==> config.mk <==
export PLATFORM = sky130hd
export DESIGN_NAME = eth_recv_mac
export DESIGN_NICKNAME = d
export VERILOG_FILES = /design/src/rtl/eth_recv_mac.sv
export SDC_FILE = /design/constraint.sdc
export NUM_CORES = 1
export LEC_CHECK = 0
export CAP_MARGIN = 25
export CORE_MARGIN = 2
export CORE_UTILIZATION = 35
export CTS_BUF_LIST = sky130_fd_sc_hd__clkbuf_2 sky130_fd_sc_hd__clkbuf_4 sky130_fd_sc_hd__clkbuf_8
export DETAILED_ROUTE_END_ITERATION = 10
export GPL_TIMING_DRIVEN = 0
export SLEW_MARGIN = 25
export SYNTH_ARGS = -nofsm -noshare
export SYNTH_HDL_FRONTEND = slang
export SYNTH_SLANG_ARGS = --single-unit
==> constraint.sdc <==
create_clock -name mii_rx_clk -period 2.1 [get_ports mii_rx_clk]
set_input_delay 0.42 -clock mii_rx_clk [delete_from_list [all_inputs] [get_ports mii_rx_clk]]
set_output_delay 0.42 -clock mii_rx_clk [all_outputs]
set_load 0.1 [all_outputs]
==> src/rtl/eth_recv_mac.sv <==
// eth_recv_mac: MII receive MAC for the 100 Mb/s path.
// Detects preamble/SFD, assembles nibbles into bytes, parses DA/SA/type,
// filters on destination, streams payload with the FCS stripped and checks
// CRC-32 against the residue at end of frame.
// Ports:
//   mii_rx_clk, rst_n                   - PHY rx clock, async active-low reset
//   mii_rx_dv, mii_rx_er, mii_rx_data   - MII receive inputs
//   local_mac, promisc                  - address filter controls
//   des_mac, src_mac, type_length       - latched header fields
//   hdr_valid                           - header parsed and frame accepted
//   pay_data, pay_valid                 - payload byte stream (FCS removed)
//   frame_done + frame_ok, crc_err, len_err, phy_err, payload_len - status
module eth_recv_mac #(
    parameter int unsigned MAX_FRAME    = 1518,
    parameter int unsigned MIN_PREAMBLE = 2
) (
    input  logic        mii_rx_clk,
    input  logic        rst_n,
    input  logic        mii_rx_dv,
    input  logic        mii_rx_er,
    input  logic [3:0]  mii_rx_data,
    input  logic [47:0] local_mac,
    input  logic        promisc,
    output logic [47:0] des_mac,
    output logic [47:0] src_mac,
    output logic [15:0] type_length,
    output logic        hdr_valid,
    output logic [7:0]  pay_data,
    output logic        pay_valid,
    output logic        frame_done,
    output logic        frame_ok,
    output logic        crc_err,
    output logic        len_err,
    output logic        phy_err,
    output logic [10:0] payload_len
);
    localparam int unsigned BC_W  = 11;
    localparam int unsigned PRE_W = 4;
    localparam int unsigned DLY_W = 3;

    localparam logic [31:0]       CRC_POLY    = 32'hEDB8_8320;
    localparam logic [31:0]       CRC_INIT    = 32'hFFFF_FFFF;
    localparam logic [31:0]       CRC_RESIDUE = 32'hDEBB_20E3;
    localparam logic [47:0]       MAC_BCAST   = 48'hFFFF_FFFF_FFFF;
    localparam logic [3:0]        NIB_PRE     = 4'h5;
    localparam logic [3:0]        NIB_SFD     = 4'hD;
    localparam logic [PRE_W-1:0]  PRE_SAT     = '1;
    localparam logic [BC_W-1:0]   BC_SA       = BC_W'(6);
    localparam logic [BC_W-1:0]   BC_TL       = BC_W'(12);
    localparam logic [BC_W-1:0]   BC_HDR_LAST = BC_W'(13);
    localparam logic [BC_W-1:0]   BC_MIN      = BC_W'(18);
    localparam logic [BC_W-1:0]   BC_MAX      = BC_W'(MAX_FRAME);
    localparam logic [BC_W-1:0]   BC_SAT      = BC_W'(MAX_FRAME + 1);
    localparam logic [DLY_W-1:0]  DLY_FULL    = DLY_W'(4);

    typedef enum logic [2:0] {
        S_IDLE,
        S_PREAMBLE,
        S_HEADER,
        S_PAYLOAD,
        S_DROP
    } state_t;

    state_t             r_state;
    state_t             w_next_state;
    logic [PRE_W-1:0]   r_pre_cnt;
    logic               r_phase;
    logic [3:0]         r_low_nib;
    logic [BC_W-1:0]    r_byte_cnt;
    logic [BC_W-1:0]    r_pay_cnt;
    logic [31:0]        r_crc;
    logic [31:0]        r_dly;
    logic [DLY_W-1:0]   r_dly_cnt;
    logic               r_phy_seen;
    logic [47:0]        r_des_mac;
    logic [47:0]        r_src_mac;
    logic [15:0]        r_type_length;
    logic               r_hdr_valid;
    logic [7:0]         r_pay_data;
    logic               r_pay_valid;
    logic               r_frame_done;
    logic               r_frame_ok;
    logic               r_crc_err;
    logic               r_len_err;
    logic               r_phy_err;
    logic [BC_W-1:0]    r_payload_len;

    logic               w_in_frame;
    logic               w_byte_done;
    logic               w_sfd;
    logic               w_frame_end;
    logic               w_hdr_last;
    logic               w_accept;
    logic [7:0]         w_byte;
    logic               w_crc_bad;
    logic               w_len_bad;

    // Reflected CRC-32 advanced by one nibble, LSB first.
    function automatic logic [31:0] crc_nib(input logic [31:0] c, input logic [3:0] d);
        logic [31:0] r;
        r = c ^ {28'd0, d};
        for (int i = 0; i < 4; i++) begin
            r = r[0] ? ((r >> 1) ^ CRC_POLY) : (r >> 1);
        end
        return r;
    endfunction

    assign w_byte    = {mii_rx_data, r_low_nib};
    assign w_crc_bad = (r_crc != CRC_RESIDUE);
    // Short, oversize, or ending on a half byte.
    assign w_len_bad = (r_state == S_HEADER) || (r_byte_cnt < BC_MIN) ||
                       (r_byte_cnt > BC_MAX) || r_phase;

    always_ff @(posedge mii_rx_clk or negedge rst_n) begin
        if (!rst_n) r_state <= S_IDLE;
        else        r_state <= w_next_state;
    end

    // Next-state and per-cycle control strobes.
    always_comb begin
        w_next_state = r_state;
        w_sfd        = 1'b0;
        w_frame_end  = 1'b0;
        w_hdr_last   = 1'b0;
        w_accept     = 1'b0;
        w_in_frame   = (r_state == S_HEADER) || (r_state == S_PAYLOAD);
        w_byte_done  = w_in_frame && mii_rx_dv && r_phase;
        case (r_state)
            S_IDLE: begin
                if (mii_rx_dv) w_next_state = (mii_rx_data == NIB_PRE) ? S_PREAMBLE : S_DROP;
            end
            S_PREAMBLE: begin
                if (!mii_rx_dv) begin
                    w_next_state = S_IDLE;
                end else if (mii_rx_data == NIB_PRE) begin
                    w_next_state = S_PREAMBLE;
                end else if ((mii_rx_data == NIB_SFD) && (r_pre_cnt >= PRE_W'(MIN_PREAMBLE))) begin
                    w_next_state = S_HEADER;
                    w_sfd        = 1'b1;
                end else begin
                    w_next_state = S_DROP;
                end
            end
            S_HEADER: begin
                if (!mii_rx_dv) begin
                    w_next_state = S_IDLE;
                    w_frame_end  = 1'b1;
                end else if (w_byte_done && (r_byte_cnt == BC_HDR_LAST)) begin
                    // DA bytes are complete; type byte 13 is landing this cycle.
                    w_hdr_last   = 1'b1;
                    w_accept     = (r_des_mac == local_mac) || (r_des_mac == MAC_BCAST) || promisc;
                    w_next_state = w_accept ? S_PAYLOAD : S_DROP;
                end
            end
            S_PAYLOAD: begin
                if (!mii_rx_dv) begin
                    w_next_state = S_IDLE;
                    w_frame_end  = 1'b1;
                end
            end
            S_DROP: begin
                if (!mii_rx_dv) w_next_state = S_IDLE;
            end
            default: w_next_state = S_IDLE;
        endcase
    end

    // Datapath: preamble count, byte assembly, header capture, FCS delay line, status.
    always_ff @(posedge mii_rx_clk or negedge rst_n) begin
        if (!rst_n) begin
            r_pre_cnt     <= '0;
            r_phase       <= 1'b0;
            r_low_nib     <= '0;
            r_byte_cnt    <= '0;
            r_pay_cnt     <= '0;
            r_crc         <= CRC_INIT;
            r_dly         <= '0;
            r_dly_cnt     <= '0;
            r_phy_seen    <= 1'b0;
            r_des_mac     <= '0;
            r_src_mac     <= '0;
            r_type_length <= '0;
            r_hdr_valid   <= 1'b0;
            r_pay_data    <= '0;
            r_pay_valid   <= 1'b0;
            r_frame_done  <= 1'b0;
            r_frame_ok    <= 1'b0;
            r_crc_err     <= 1'b0;
            r_len_err     <= 1'b0;
            r_phy_err     <= 1'b0;
            r_payload_len <= '0;
        end else begin
            r_hdr_valid  <= 1'b0;
            r_pay_valid  <= 1'b0;
            r_frame_done <= 1'b0;

            if ((r_state == S_IDLE) && mii_rx_dv && (mii_rx_data == NIB_PRE)) begin
                r_pre_cnt <= PRE_W'(1);
            end else if ((r_state == S_PREAMBLE) && mii_rx_dv && (mii_rx_data == NIB_PRE) &&
                         (r_pre_cnt != PRE_SAT)) begin
                r_pre_cnt <= r_pre_cnt + PRE_W'(1);
            end

            if (w_sfd) begin
                r_byte_cnt <= '0;
                r_phase    <= 1'b0;
                r_crc      <= CRC_INIT;
                r_dly_cnt  <= '0;
                r_pay_cnt  <= '0;
                r_phy_seen <= 1'b0;
            end else if (w_in_frame && mii_rx_dv) begin
                r_crc   <= crc_nib(r_crc, mii_rx_data);
                r_phase <= ~r_phase;
                if (!r_phase)  r_low_nib  <= mii_rx_data;
                if (mii_rx_er) r_phy_seen <= 1'b1;
            end

            if (w_byte_done) begin
                if (r_byte_cnt != BC_SAT) r_byte_cnt <= r_byte_cnt + BC_W'(1);
                if (r_state == S_HEADER) begin
                    // Shift in MSB-first so byte 0 lands in the top octet.
                    if (r_byte_cnt < BC_SA)      r_des_mac     <= {r_des_mac[39:0], w_byte};
                    else if (r_byte_cnt < BC_TL) r_src_mac     <= {r_src_mac[39:0], w_byte};
                    else                         r_type_length <= {r_type_length[7:0], w_byte};
                    if (w_hdr_last && w_accept)  r_hdr_valid   <= 1'b1;
                end else if (r_byte_cnt < BC_MAX) begin
                    // 4-byte delay line: a byte leaves only when pushed out, so the FCS never does.
                    r_dly <= {r_dly[23:0], w_byte};
                    if (r_dly_cnt == DLY_FULL) begin
                        r_pay_data  <= r_dly[31:24];
                        r_pay_valid <= 1'b1;
                        r_pay_cnt   <= r_pay_cnt + BC_W'(1);
                    end else begin
                        r_dly_cnt <= r_dly_cnt + DLY_W'(1);
                    end
                end
            end

            if (w_frame_end) begin
                r_frame_done  <= 1'b1;
                r_crc_err     <= w_crc_bad;
                r_len_err     <= w_len_bad;
                r_phy_err     <= r_phy_seen;
                r_frame_ok    <= !(w_crc_bad || w_len_bad || r_phy_seen);
                r_payload_len <= r_pay_cnt;
            end
        end
    end

    assign des_mac     = r_des_mac;
    assign src_mac     = r_src_mac;
    assign type_length = r_type_length;
    assign hdr_valid   = r_hdr_valid;
    assign pay_data    = r_pay_data;
    assign pay_valid   = r_pay_valid;
    assign frame_done  = r_frame_done;
    assign frame_ok    = r_frame_ok;
    assign crc_err     = r_crc_err;
    assign len_err     = r_len_err;
    assign phy_err     = r_phy_err;
    assign payload_len = r_payload_len;

endmodule

==> flow_metrics.py, run 1 <==
metrics = {
    "power": {
        "power.internal_mw": 7.50,
        "max-vdd-ir-drop_mv": 0.553,
        "switchingPower_mw": 2.19,
        "power_density_nw_per_um2": 664,
        "p_leak_nw": 6.74,
        "pwr-share-seq": 0.480,
        "clockPowerShare": 0.474,
        "switching_fraction_of_total_power": 0.226,
        "share_comb_of_total_power": 0.046,
    },
    "logic_synthesis": {
        "yosys.area_share.adder": 0.00804,
        "yosysTopAreaCell": "dfrtp_1",
        "synthMostInstantiatedCell": "dfrtp_1",
        "syn-instance-count": 892,
        "yosys.cell_types.count": 64,
        "synth_top_cells_by_area": "dfrtp_1 (48%), mux2_2 (10%), dfstp_2 (7.7%)",
        "commonest_register_cell_after_synthesis": "dfrtp_1",
        "synth_seq_cells": 240,
        "yosysWarnings": 0,
        "fraction_of_registers_with_async_set_or_reset_after_synthesis": 1.00,
        "synth_largest_type_area_fraction": 0.478,
        "synthesis.area_per_instance_um2": 12.2,
        "syn-cell-area_um2": 10900,
        "synthesis.nets": 956,
        "synth.mux.area_fraction": 0.158,
        "yosys.area_share.xor_xnor": 0.0846,
        "edff_count_synth": 0,
        "seq_area_frac_synth": 0.555,
        "synth-simple-area-share": 0.125,
        "synth_top_family_by_area": "multiplexers",
        "synthTopCellsByCount": "dfrtp_1 (208), nand2_1 (137), mux2_2 (98)",
        "synth_compound_gate_area_share": 0.0446,
    },
    "finish": {
        "antenna_cells_inserted": 0,
        "multi_input_area_um2": 4700,
        "final_net_count": 1199,
        "post_route_cells_drive_above_1_share": 0.375,
        "finalInstanceArea_um2": 14600,
        "final_cell_count_no_fill": 1562,
        "syn_to_final_growth_pct": 34.0,
        "fillCellCount": 2828,
        "layout.area.seq_um2": 6050,
    },
    "global_route": {
        "antenna_found_initial": 0,
        "grt_util_met2": 0.282,
        "grt_util_all_layers": 0.172,
        "total_congestion_overflow_after_global_routing": 0,
        "global_route.usage.met3": 0.0299,
        "first_pass_grt_wire_length_mm": 45.1,
        "global_route.usage.met1": 0.237,
        "grt_start_max_net_pins": 78,
        "top_usage_layer": "met2",
        "vias_in_the_first_global_route": 8036,
    },
    "sta": {
        "final.hold.worst_slack_ps": 201,
        "relSlewSlack": 0.543,
        "final_hold_viol_count": 0,
        "fmax_mhz": 484,
        "layout_setup_ws_ps": 32.8,
        "worst-slew-pin-transition_ps": 679,
        "setup_violations": 0,
        "finClkSkew_ps": 29.7,
        "fin_crit_sh": 0.984,
        "rsz0062_at_grt": "true",
        "min_cycle_time_layout_ps": 2070,
        "number_of_pins_exceeding_their_max_slew_limit_in_the_final_report": 0,
    },
    "placement": {
        "postPlaceCellArea_um2": 13400,
        "globalplace.congestion": 0.799,
        "pre_cts_slack_ps": -901,
        "place.port_buffers": 191,
        "place_hpwl_mm": 19.6,
        "dp_cells": 1482,
    },
    "critical_path": {
        "cp_num_buf_inv": 1,
        "critical-path-top-delay-family": "buffers and inverters",
        "worstPathMaxFanout": 5,
        "crit_arrival_ps": 1650,
        "worstPathCellList": "clkdlybuf4s18_2",
        "cp_slowest_cell": "clkdlybuf4s18_2",
        "critPathCaptureType": "output port",
        "worstPathRequired_ps": 1680,
        "critical_setup_path_kind": "reg2out",
        "largest_stage_delay_on_the_critical_path_ps": 590,
        "cp-start-kind": "flop",
    },
    "clock_network": {
        "tritoncts_clock_tree": "yes",
        "clock_sink_count": 240,
        "insertion_delay_ps": 560,
        "cts_buffer_depth": 3,
        "htree_levels": 2,
        "tritoncts.num_buffers": 43,
        "clock_pin_transition_on_the_worst_setup_and_hold_timing_paths_ps": 60,
        "root_buffer": "clkbuf_8",
    },
    "worst_hold_path": {
        "worstHoldPathType": "in2reg",
    },
    "die": {
        "floorplan.die.width_um": 180,
        "dieHeight_um": 180,
        "std_cell_rows": 64,
        "design.die.area_um2": 32600,
        "core_area_um2": 30600,
        "num_io_pins": 195,
        "floorplan.initialDensity": 0.356,
    },
    "detailed_routing": {
        "drt_drc_violations_left": 0,
        "route.detailed.wl_per_inst_um": 17.8,
        "antenna_nets_post_route": 0,
        "drt-initial-drc-count": 496,
        "routed_wl_mm": 27.8,
        "first_pass_iteration_count_of_the_detailed_router": 4,
        "post_drt_via_cell_ratio": 4.93,
        "routed-via-count": 7693,
    },
    "status": {
        "run_status": "completed",
    },
    "run": {
        "drv.max_cap_violation_count": 0,
    },
}
area by class of cell:
class / instances / area share
Sequential cell: 240 / 0.414
Multi-Input combinational cell: 600 / 0.322
Timing Repair Buffer: 201 / 0.149
Clock buffer: 69 / 0.0573
Tap cell: 396 / 0.0339
Buffer: 42 / 0.0173
Clock inverter: 7 / 0.00505
Inverter: 7 / 0.00180
final timing paths:
| kind | start | cells past startpoint | slack [ps] | end |
|---|---|---|---|---|
| min | mii_rx_data[0] | 3 | 200 | r_dly[4] |
| max reg2reg | r_byte_cnt[10] | 7 | 80 | des_mac[34] |
| max in group asynchronous | rst_n | 4 | 710 | r_byte_cnt[10] |
| min in group asynchronous | rst_n | 2 | 350 | des_mac[21] |
| max | des_mac[29] | 1 | 30 | des_mac[29] |
| min reg2reg | r_dly[17] | 2 | 470 | r_dly[25] |
flip-flops by register name, indices dropped and copies added, names as in the netlist, 3 cells and up:
register	cells
r_low_nib	4
r_dly_cnt	3
r_byte_cnt	11
r_pay_cnt	11
r_crc	32
r_pre_cnt	4
des_mac	48
type_length	16
src_mac	48
payload_len	11
pay_data	8
r_state	3
r_dly	32
worst register-to-register path, delay by kind of cell, from the launching register on:
kind	cells	cell delay [ps]
simple gates	4	830
flops	1	450
mux	1	310
buf+inv	2	330
through the flow:
step / setup TNS, ps / power, mW / util
global placement: -2327560 / 5.16 / 0.435
detailed placement: -52220 / 5.18 / 0.438
CTS: -189 / 9.84 / 0.475
floorplan: 0 / 4.90 / -
global route: -51.9 / 10.1 / 0.477
finish: 0 / 9.69 / 0.477
power by group through the flow:
stage	registers, mW	logic (mW)	clock network, mW
finish	4.65	0.449	4.59
global placement	4.73	0.431	0
CTS	4.65	0.460	4.74
detailed placement	4.73	0.455	0
floorplan	4.73	0.172	0
global route	4.64	0.496	4.96
metal layers:
metal  wire length [um]  share of wire  vias to the layer above
met2              13400           0.48                      159
met4                435          0.016                        0
li1                   -              -                     3624
met5                  0              0                        -
met3               1080          0.039                       34
met1              12900           0.46                     3876
placed cells by master (no fill, tap or decap), types with 21 or more instances in the layout:
cell type | synthesis | routed
mux2_2 | 98 | 98
a21oi_1 | 28 | 28
clkbuf_8 | 0 | 51
dfrtp_1 | 208 | 206
o21ai_0 | 25 | 25
clkdlybuf4s15_2 | 0 | 122
dfstp_2 | 32 | 32
nand4_1 | 32 | 32
nor3_1 | 25 | 25
clkdlybuf4s50_1 | 0 | 50
buf_2 | 18 | 21
xnor2_1 | 61 | 61
nand2_1 | 137 | 136
cells by family (layout without fill, tap and decap cells):
logic type | after synthesis | in the layout
mux | 148 | 148
flops | 240 | 240
compound gates | 81 | 81
simple gates | 275 | 275
fa+ha+maj | 7 | 7
xor+xnor | 89 | 89
buf+inv | 52 | 326
what timing repair did:
item	4_1_cts	5_1_grt
cloned	0	0
setup buffers	1	5
pin swaps	2	4
hold endpoints to repair	36	0
gates resized for setup	445	37
hold buffers	1	0
setup endpoints to repair	261	125
No activity file was read; power rests on OpenSTA's default activity.
==> run 2, diff against run 1 <==
GPL_TIMING_DRIVEN = default   (was 0)
==> run 2 against run 1 <==
  * Count of clock-buffer cells in the layout shrank 3
  * Final area is essentially flat
  * Wire length shrank 2.9%
  * Maximum frequency grew 2.7%
  * Critical endpoint is now des_mac[32]
==> flow_metrics.py, run 2 (same netlist as run 1, synthesis figures left out) <==
metrics = {
    "status": {
        "run_status": "completed",
    },
    "critical_path": {
        "reg2reg_to": "des_mac[32]",
        "worstRegToRegCells": 6,
        "critical_setup_path_kind": "reg2reg",
        "cp-start-kind": "flop",
        "worstPathMaxFanout": 48,
        "crit_arrival_ps": 2430,
        "register_to_register_setup_slack_ps": 90,
        "r2r-start": "r_byte_cnt[8]",
        "worstPathRequired_ps": 2520,
        "critPathCaptureType": "flop",
    },
    "placement": {
        "dp_cells": 1528,
        "place_hpwl_mm": 19.2,
        "postPlaceCellArea_um2": 13700,
        "globalplace.congestion": 0.813,
        "place.port_buffers": 194,
    },
    "power": {
        "total_power_mw": 9.46,
        "power_density_nw_per_um2": 648,
        "max-vdd-ir-drop_mv": 0.305,
        "p_leak_nw": 7.22,
    },
    "finish": {
        "post_route_cells_drive_above_1_share": 0.397,
        "syn_to_final_growth_pct": 34.0,
        "final_cell_count_no_fill": 1601,
        "multi_input_area_um2": 4640,
        "layout.area.seq_um2": 6050,
        "fillCellCount": 2838,
        "mostFrequentLayoutCell": "buf_4",
        "layout_common_cells": "buf_4 (210), dfrtp_1 (208), nand2_1 (136)",
        "antenna_cells_inserted": 0,
        "finalInstanceArea_um2": 14600,
        "final_net_count": 1241,
    },
    "worst_hold_path": {
        "worstHoldPathType": "in2async",
    },
    "global_route": {
        "vias_in_the_first_global_route": 8075,
        "grt_start_max_net_pins": 59,
        "total_congestion_overflow_after_global_routing": 0,
        "antenna_found_initial": 1,
        "grt_util_all_layers": 0.165,
        "first_pass_grt_wire_length_mm": 43.9,
    },
    "sta": {
        "relSlewSlack": 0.664,
        "final_hold_viol_count": 0,
        "timing.setup.tns_ps": 0,
        "fmax_mhz": 497,
        "min_cycle_time_layout_ps": 2010,
        "number_of_pins_exceeding_their_max_slew_limit_in_the_final_report": 0,
        "fin_crit_sh": 0.959,
        "worst-slew-pin-transition_ps": 505,
        "setup_violations": 0,
        "finClkSkew_ps": 26.5,
    },
    "die": {
        "num_io_pins": 195,
        "std_cell_rows": 64,
        "design.die.area_um2": 32600,
        "core_area_um2": 30600,
        "dieHeight_um": 180,
        "floorplan.die.width_um": 180,
        "floorplan.initialDensity": 0.356,
    },
    "clock_network": {
        "clock_pin_transition_on_the_worst_setup_and_hold_timing_paths_ps": 60,
        "htree_levels": 2,
        "cts_buffer_depth": 3,
        "tritoncts.num_buffers": 42,
        "clock_sink_count": 240,
        "insertion_delay_ps": 550,
        "root_buffer": "clkbuf_8",
        "tritoncts_clock_tree": "yes",
        "post-cts-setup-buffer-count": 0,
    },
    "detailed_routing": {
        "antenna_nets_post_route": 0,
        "route.detailed.wl_per_inst_um": 16.8,
        "post_drt_via_cell_ratio": 4.85,
        "routed-via-count": 7758,
        "drt_drc_violations_left": 0,
        "routed_wl_mm": 26.9,
        "drt-initial-drc-count": 363,
        "first_pass_iteration_count_of_the_detailed_router": 4,
    },
    "run": {
        "drv.max_cap_violation_count": 0,
    },
}
==> run 2: cell count changes in the layout (fill, tap and decap cells not counted), moves of 7 or more <==
cell,before,now
clkdlybuf4s18_2,9,0
buf_4,10,210
clkdlybuf4s15_2,122,0
buf_12,0,19
buf_6,7,0
buf_2,21,0
clkbuf_1,9,0
==> run 2: area by class of cell <==
type                            count  area share
Clock buffer                       66      0.0554
Clock inverter                      6     0.00334
Inverter                            7     0.00180
Multi-Input combinational cell    600       0.318
Sequential cell                   240       0.414
Tap cell                          396      0.0339
Timing Repair Buffer              286       0.173
==> run 2: layer usage <==
layer / vias up / routed length, um / GRT usage
li1: 3711 / - / -
met1: 3861 / 12500 / 0.229
met2: 149 / 12800 / 0.265
met3: 37 / 1120 / 0.0299
met4: 0 / 481 / 0.0477
met5: - / 0 / 0
==> run 2: where the power goes <==
group,internal (mW),switching (mW),total (mW),leakage (nW)
sequential,4.64,0.0109,4.65,3.22
combinational,0.244,0.246,0.489,3.54
clock,2.45,1.87,4.32,0.461
total,7.33,2.13,9.46,7.22
==> run 2: critical path: stages, from the launching register on <==
cell	delay (ps)
dfrtp_1	450
nor4_4	310
and3b_1	240
and2_2	200
nand3b_2	110
buf_12	220
mux2_4	320
==> run 2: metrics by stage <==
| step | hold WS [ps] | setup WS (ps) | utilization |
|---|---|---|---|
| floorplan | 124 | 32.3 | - |
| CTS | 385 | 55.2 | 0.476 |
| global placement | 374 | -421 | 0.448 |
| global route | 397 | -6.81 | 0.477 |
| detailed placement | 375 | -390 | 0.448 |
| finish | 398 | 86.3 | 0.477 |
==> run 2: worst max-delay path by stage <==
| stage | start | endpoint | slack (ps) | cells after the start |
|---|---|---|---|---|
| 2_1_floorplan | des_mac[36] | r_state[2] | 30 | 5 |
| 3_3_place_gp | local_mac[23] | r_state[2] | -420 | 8 |
| 3_5_place_dp | local_mac[47] | r_state[2] | -390 | 8 |
| 4_1_cts | r_crc[25] | frame_ok | 60 | 5 |
| 5_1_grt | r_byte_cnt[8] | des_mac[32] | -7 | 6 |
| 6_report | r_byte_cnt[8] | des_mac[32] | 90 | 6 |
==> run 2: repair_timing <==
action,4_1_cts,5_1_grt
setup endpoints to repair,1,45
hold buffers,1,0
gates resized for setup,1,4
hold endpoints to repair,26,0
